**src/rtl/seq_mult16.sv**
```systemverilog
// Multi-cycle shift-add multiplier: one WIDTH-bit add per clock, 2*WIDTH-bit product.
// Optional signed mode via `define SIGNED_MULT_EN (adds signed_op port and a NEG state).
module seq_mult16 #(
  parameter int WIDTH = 16,
  parameter int CNT_W = 5
) (
  input  logic               clk,
  input  logic               rst,
  input  logic               start,
  input  logic               flush,
  input  logic [WIDTH-1:0]   mcand,
  input  logic [WIDTH-1:0]   mplier,
`ifdef SIGNED_MULT_EN
  input  logic               signed_op,
`endif
  output logic               busy,
  output logic               done,
  output logic [2*WIDTH-1:0] product
);

  typedef enum logic [1:0] {S_IDLE, S_RUN, S_NEG} state_t;

  localparam logic [CNT_W-1:0] LAST = CNT_W'(WIDTH-1);

  state_t             r_state;
  logic [WIDTH-1:0]   r_m;
  logic [2*WIDTH-1:0] r_p;
  logic [CNT_W-1:0]   r_cnt;
  logic               r_busy;
  logic               r_done;
  logic [2*WIDTH-1:0] r_product;

  logic [WIDTH:0]     w_sum;
  logic [2*WIDTH-1:0] w_p_next;
  logic [WIDTH-1:0]   w_mc_in;
  logic [WIDTH-1:0]   w_mp_in;

  // carry-out of the add becomes the new MSB of the shifted partial product
  assign w_sum    = {1'b0, r_p[2*WIDTH-1:WIDTH]} + {1'b0, r_m};
  assign w_p_next = r_p[0] ? {w_sum, r_p[WIDTH-1:1]} : {1'b0, r_p[2*WIDTH-1:1]};

`ifdef SIGNED_MULT_EN
  logic r_sop;
  logic r_sign;
  assign w_mc_in = (signed_op && mcand[WIDTH-1])  ? (~mcand  + WIDTH'(1)) : mcand;
  assign w_mp_in = (signed_op && mplier[WIDTH-1]) ? (~mplier + WIDTH'(1)) : mplier;
`else
  assign w_mc_in = mcand;
  assign w_mp_in = mplier;
`endif

  always_ff @(posedge clk or posedge rst) begin
    if (rst) begin
      r_state   <= S_IDLE;
      r_m       <= '0;
      r_p       <= '0;
      r_cnt     <= '0;
      r_busy    <= 1'b0;
      r_done    <= 1'b0;
      r_product <= '0;
`ifdef SIGNED_MULT_EN
      r_sop     <= 1'b0;
      r_sign    <= 1'b0;
`endif
    end else begin
      r_done <= 1'b0;
      if (flush) begin
        r_state <= S_IDLE;
        r_busy  <= 1'b0;
      end else begin
        case (r_state)
          S_IDLE: if (start) begin
            r_m     <= w_mc_in;
            r_p     <= {{WIDTH{1'b0}}, w_mp_in};
            r_cnt   <= '0;
            r_busy  <= 1'b1;
            r_state <= S_RUN;
`ifdef SIGNED_MULT_EN
            r_sop   <= signed_op;
            r_sign  <= signed_op & (mcand[WIDTH-1] ^ mplier[WIDTH-1]);
`endif
          end
          S_RUN: begin
            r_p   <= w_p_next;
            r_cnt <= r_cnt + CNT_W'(1);
            if (r_cnt == LAST) begin
`ifdef SIGNED_MULT_EN
              if (r_sop) begin
                r_state <= S_NEG;
              end else begin
                r_state   <= S_IDLE;
                r_busy    <= 1'b0;
                r_done    <= 1'b1;
                r_product <= w_p_next;
              end
`else
              r_state   <= S_IDLE;
              r_busy    <= 1'b0;
              r_done    <= 1'b1;
              r_product <= w_p_next;
`endif
            end
          end
          S_NEG: begin
`ifdef SIGNED_MULT_EN
            r_product <= r_sign ? (~r_p + (2*WIDTH)'(1)) : r_p;
`endif
            r_state <= S_IDLE;
            r_busy  <= 1'b0;
            r_done  <= 1'b1;
          end
          default: r_state <= S_IDLE;
        endcase
      end
    end
  end

  assign busy    = r_busy;
  assign done    = r_done;
  assign product = r_product;

endmodule

```
**config.mk**
```make
export PLATFORM = sky130hd
export DESIGN_NAME = seq_mult16
export DESIGN_NICKNAME = d
export VERILOG_FILES = /design/src/rtl/seq_mult16.sv
export SDC_FILE = /design/constraint.sdc
export NUM_CORES = 1
export LEC_CHECK = 0
export ABC_CLOCK_PERIOD_IN_PS = 6150
export CAP_MARGIN = 40
export CORE_MARGIN = 2
export CORE_UTILIZATION = 57
export DETAILED_ROUTE_END_ITERATION = 8
export PLACE_DENSITY = 0.94
export SLEW_MARGIN = 30
export SYNTH_ARGS = -nofsm -noshare
export SYNTH_HDL_FRONTEND = slang
export SYNTH_SLANG_ARGS = --single-unit
```
**constraint.sdc**
```tcl
create_clock -name clk -period 6.15 [get_ports clk]
set_input_delay 1.23 -clock clk [delete_from_list [all_inputs] [get_ports clk]]
set_output_delay 1.23 -clock clk [all_outputs]
set_load 0.05 [all_outputs]
```
* Word level (Yosys, flattened, before mapping)
Index checks and enable logic that the tools add are counted.
Storage, ports and cells: flip-flop bits (word level) 89, bits of input ports 36, output and inout bits 34, logic and storage cells 40
Operators by class: add/subtract/negate cells 2, eq/ne operators 6, multiplexer cells 16, bitwise logic cells 1, reductions and logical operators 8
Operator list (number):
- $mux 32 | 2
- $pmux 32 s2 | 1
- $add 16x16->17 | 1
- $reduce_and 3->1 | 4
- $pmux 5 s2 | 1
- $mux 2 | 3
- $ne 3x3->1 const B | 2
- $add 5x1->5 const B | 1
- $eq 5x4->1 const B | 1
- $mux 1 | 5
- $mux 5 | 1
- $pmux 2 s2 | 1
- $reduce_bool 4->1 | 1
- $pmux 1 s3 | 1
- $eq 2x1->1 const B | 1
- $eq 2x2->1 const B | 1
- $logic_not 2->1 | 1
- $ne 2x2->1 const B | 1
- $pmux 1 s2 | 1
- $reduce_and 2->1 | 1
- $reduce_bool 2->1 | 1
- $not 1->1 | 1

* Longest topological paths before layout
Gate-level depths: netlist (run 1).
depth after elaboration 4, gate-level depth with buffers 9, gate-level depth less buffers 9

* Worst setup path before layout (run 1)
Ideal clock, no wire load.
kind input -> register, start input start, end register r_m[0], library setup time 0.128 ns, arrival 2.234 ns, required time 6.022 ns, path slack 3.788 ns, stages on the path 3, buffers on the path 1, cells stage by stage nor3b_2 buf_2 mux2_1
On the way: cells in the longest elaborated chain, start to end 1
RTL lines:
- start, declared | line 9 | input logic start,
- $reduce_and 3->1 (no source line)
- end signal, assigned | line 73 | r_m <= w_mc_in;
- end, declared | line 26 | logic [WIDTH-1:0] r_m;
Every way passes these cells. A chain may end at the register's enable or synchronous reset.

==> impl_metrics.yaml, run 1 <==
detailed_routing:
  vias_per_cell: 5.67
  dr.pass1.iters: 4
  drtAntennaViolNets: 0
  wl_per_cell_um: 16.5
  drc: 0
  drtIter0Drc: 146
  via_count: 3215
  wirelength_um: 9350
cts:
  cts-htree-levels: 3
  clkTransAtPathRegs_ps: 80
  cts_tree: "done"
  post_cts_resized: 0
  numCtsBuffers: 9
  cts_sinks: 87
  clk_latency_ps: 370
  cts_buffer_depth: 2
  cts_root_buf: "clkbuf_8"
  hold_buffers: 0
  post_cts_buffers: 0
critical_path:
  crit_required_ps: 4920
  endpoint_kind: "output pin"
  cp_max_fo: 24
  crit_type: "flip-flop to output pin"
  cp_data_arrival_time_ps: 1920
  critPathLaunchType: "flip-flop"
  reg2reg_depth: 9
global_routing:
  grt_pass1_wl_um: 15700
  grt_pass1_vias: 3325
  grt_overflow: 0
  grt_antenna_before_repair: 0
  grt_start_max_net_pins: 46
  grt_usage_pct: 24.4
timing:
  worstMarginPinSlew_ps: 730
  timing.fmax_ghz: 0.318
  fin_crit_sh_pct: 51.2
  final.min_clock_period_ps: 3150
  skew_ps: 8.29
  hold_viol_final: 0
  setup_ws_ps: 3000
  setup_tns_ps: 0
  relSlewSlack_pct: 51.3
  slew_violations: 0
  holdWs_ps: 485
  rsz0062_at_grt: "no"
  finalSetupViolations: 0
floorplanning:
  core_um2: 7210
  die_area_um2: 8150
  die_h_um: 90.3
  die_x_um: 90.3
  start_util_pct: 58.8
  rows: 31
  ios: 70
min_path:
  hold_depth: 2
  min_path_type: "flip-flop to flip-flop"
finish:
  final_cell_mix: "dfrtp_1, clkdlybuf4s50_1, nand2_1"
  layout_commonest_cell: "dfrtp_1"
  syn_to_final_growth_pct: 23.9
  seq_area_um2: 2180
  multiInputGateArea_um2: 1970
  fin_cells: 567
  nets: 518
  post-route-cell-area_um2: 5260
  nFillCells: 519
  drive_above_1_share_pct: 7.91
  fin_util_pct: 72.9
  diodes: 0
power_and_ir_drop:
  power.leakage_nw: 2.42
  power_mw: 1.57
  power_density_nw_per_um2: 299
  worst_ir_drop_vdd_mv: 0.154
placement:
  routabilityCongestion: 0.898
  dpl_worst_slack_ps: 2930
  placed_cells: 549
  dp_hpwl_um: 6630
  placement.io_buffers: 69
  post_dp_cell_area_um2: 5030
logic_synthesis:
  syn_area_um2: 4240
  synth_nets: 448
  yosysWarnings: 0
  synthArstFlopShare_pct: 100
  yosys.cell_types.count: 45
  synth.avg_cell_area_um2: 10.8
  synth_ff_type: "dfrtp_1"
  synth_edf_count: 0
  ys_seq_area_share_pct: 51.3
  syn_inst: 393
  synth_seq_cells: 87
run:
  drv_cap: 0
status:
  status: "completed"
-- cell families (layout without fill, tap and decap cells) --
family                     after synthesis  in the layout  synth area share, %
DFF                                     87             87                 51.3
and+or+nand+nor                         96             96                 9.94
AOI/OAI and AO/OA                       98             98                 14.0
xor gates and xnor gates                10             10                 2.06
adders and majority gates               19             19                 5.78
muxes                                   58             58                 14.6
buffers and inverters                   25            100                 2.36
-- cell usage after synthesis (7+ instances only) --
library cell / instances / area (µm²)
dfrtp_1: 87 / 2180
nand2_1: 62 / 233
mux2_2: 7 / 78.8
mux2_1: 24 / 270
clkbuf_1: 11 / 41.3
a21oi_1: 19 / 95.1
nor2_1: 12 / 45.0
o21ai_1: 39 / 195
ha_1: 18 / 225
mux2i_1: 27 / 270
o21ai_0: 14 / 70.1
-- path summary, 6_finish.rpt --
kind	from	end	slack (ps)
hold / removal	product[15]	product[15]	490
max in group asynchronous	rst	r_p[18]	4080
hold reg to reg	product[15]	product[15]	490
min in group asynchronous	rst	product[6]	1060
setup / recovery	r_state[0]	busy	3000
setup reg to reg	r_m[0]	r_p[27]	3490
-- critical path: stages (launching register included) --
cell and delay, ps:
dfrtp_1 330, buf_4 330, clkdlybuf4s50_1 880
-- area by class of cell --
cell class	count	area share [%]
clock buffers	12	2.76
well taps	99	2.35
clock inverters	4	0.856
multi-input cells	281	37.4
flip-flops and latches	87	41.4
inverters	7	0.523
repair buffers	77	14.7
-- per-layer routing --
layer	wire length, µm	share of wire, %	vias to the layer above	GRT usage [%]
li1	-	-	1525	-
met1	3870	41	1575	30.4
met2	4770	51	100	41.2
met3	542	5.8	15	5.26
met4	177	1.9	0	10.3
met5	0	0	-	0
-- report_power, final --
part	switching [mW]	internal, mW
logic	0.266	0.207
registers	0.0616	0.644
clock network	0.196	0.197
-- registers in the layout, summed over array words and instances (netlist names) --
register  count
r_cnt         5
r_m          16
done          1
product      32
r_p          32
r_state       1
Note: power is estimated with default switching activity, not from simulation.
==> run 2: changes to the inputs <==
--- a/config.mk
+++ b/config.mk
@@ -5,12 +5,12 @@
 export SDC_FILE = /design/constraint.sdc
 export NUM_CORES = 1
 export LEC_CHECK = 0
-export ABC_CLOCK_PERIOD_IN_PS = 6150
+export ABC_CLOCK_PERIOD_IN_PS = 3100
 export CAP_MARGIN = 40
 export CORE_MARGIN = 2
-export CORE_UTILIZATION = 57
+export CORE_UTILIZATION = 53
 export DETAILED_ROUTE_END_ITERATION = 8
-export PLACE_DENSITY = 0.94
+export PLACE_DENSITY = 0.88
 export SLEW_MARGIN = 30
 export SYNTH_ARGS = -nofsm -noshare
 export SYNTH_HDL_FRONTEND = slang
==> constraint.sdc (replaced) <==
create_clock -name clk -period 3.1 [get_ports clk]
set_input_delay 0.62 -clock clk [delete_from_list [all_inputs] [get_ports clk]]
set_output_delay 0.62 -clock clk [all_outputs]
set_load 0.05 [all_outputs]
==> impl_metrics.yaml, run 2 (same netlist as run 1, synthesis figures left out) <==
timing:
  slew_violations: 0
  relSlewSlack_pct: 51.2
  worstMarginPinSlew_ps: 732
  fin_crit_sh_pct: 82.9
  timing.fmax_ghz: 0.389
  rsz0062_at_grt: "no"
  final.min_clock_period_ps: 2570
  finalSetupViolations: 0
  hold_viol_final: 0
  setup_tns_ps: 0
  skew_ps: 16.7
global_routing:
  grt_pass1_wl_um: 15000
  grt_start_max_net_pins: 48
  use_met1_pct: 28.2
  grt-busiest-layer: "met2"
  gr-usage-met3_pct: 6.69
  use_met2_pct: 35.4
  grt_overflow: 0
  grt_usage_pct: 22.0
  grt_antenna_before_repair: 0
  grt_pass1_vias: 3151
finish:
  nets: 519
  nFillCells: 587
  fin_util_pct: 68.1
  layout_commonest_cell: "dfrtp_1"
  fin_cells: 571
  syn_to_final_growth_pct: 24.0
  seq_area_um2: 2180
  drive_above_1_share_pct: 8.74
  diodes: 0
  multiInputGateArea_um2: 1970
  final_cell_mix: "dfrtp_1, clkdlybuf4s50_1, nand2_1"
critical_path:
  endpoint_kind: "output pin"
  worstPathCellList: "clkdlybuf4s50_1"
  crit_type: "flip-flop to output pin"
  crit_required_ps: 2480
  critical-path-slowest-cell: "clkdlybuf4s50_1"
  crit_path_max_incr_delay_ps: 910
  critPathLaunchType: "flip-flop"
  cp_data_arrival_time_ps: 1950
  cp_top_family: "buffers and inverters"
  cp_max_fo: 11
  path_buf_inv: 1
cts:
  numCtsBuffers: 9
  cts_buffer_depth: 2
  cts_sinks: 87
  clk_latency_ps: 380
  cts_root_buf: "clkbuf_8"
  cts_tree: "done"
  hold_buffers: 0
  cts-htree-levels: 3
  post_cts_resized: 0
  clkTransAtPathRegs_ps: 100
  post_cts_buffers: 0
floorplanning:
  rows: 32
  start_util_pct: 54.9
  die_area_um2: 8740
  ios: 70
  die_h_um: 93.5
  die_x_um: 93.5
  core_um2: 7730
placement:
  placement.io_buffers: 69
  dp_hpwl_um: 6360
  placed_cells: 554
  routabilityCongestion: 0.929
run:
  drv_cap: 0
detailed_routing:
  vias_per_cell: 5.50
  drc: 0
  dr.pass1.iters: 4
  via_count: 3139
  drtAntennaViolNets: 0
  drtIter0Drc: 151
  wirelength_um: 8700
  wl_per_cell_um: 15.2
status:
  status: "completed"
power_and_ir_drop:
  power.leakage_nw: 2.41
  worst_ir_drop_vdd_mv: 0.315
  power_density_nw_per_um2: 580
min_path:
  min_path_type: "input port to async pin"
run 2: changes by cell type in the layout (fill, tap and decap cells not counted), moves of 2 or more:
cell / before / now
clkinv_2: 4 / 2
clkbuf_1: 2 / 0
clkinvlp_4: 0 / 2
inv_6: 0 / 3
buf_4: 5 / 7
run 2: path summary, 6_finish.rpt:
| path | startpoint | end | slack (ps) | depth (start not counted) |
|---|---|---|---|---|
| setup reg to reg | r_p[16] | product[29] | 630 | 9 |
| max in group asynchronous | rst | r_p[20] | 2170 | 3 |
| min in group clk | product[16] | product[16] | 490 | 2 |
| hold / removal | rst | r_p[7] | 460 | 2 |
| setup / recovery | r_state[0] | busy | 530 | 1 |
| hold reg to reg | product[16] | product[16] | 490 | 2 |
run 2: routing by layer:
layer  routed length (µm)  part of all wire [%]
met5                    0                     0
met4                  160                   1.8
met3                  540                   6.2
met2                 4140                    48
met1                 3860                    44
run 2: layout make-up:
| class | instances | share of cell area (%) |
|---|---|---|
| clock buffers | 9 | 2.35 |
| clock inverters | 7 | 1.05 |
| inverters | 7 | 0.523 |
| multi-input cells | 281 | 37.4 |
| flip-flops and latches | 87 | 41.4 |
| well taps | 102 | 2.42 |
| repair buffers | 78 | 14.9 |
run 2: power breakdown:
group | total [mW] | switching (mW) | internal [mW]
clock network | 0.735 | 0.436 | 0.299
logic | 0.914 | 0.503 | 0.412
registers | 1.40 | 0.127 | 1.28
run 2: per-stage QoR:
step                      setup slack [ps]  hold WS (ps)  total power, mW  cell area, µm²
after floorplan                        230           464             2.09            4240
after global placement                 686           466             2.29            5060
after detailed placement               635           472             2.33            5060
after CTS                              506           491             3.07            5240
after global routing                   359           460             3.26            5260
final                                  529           459             3.05            5260
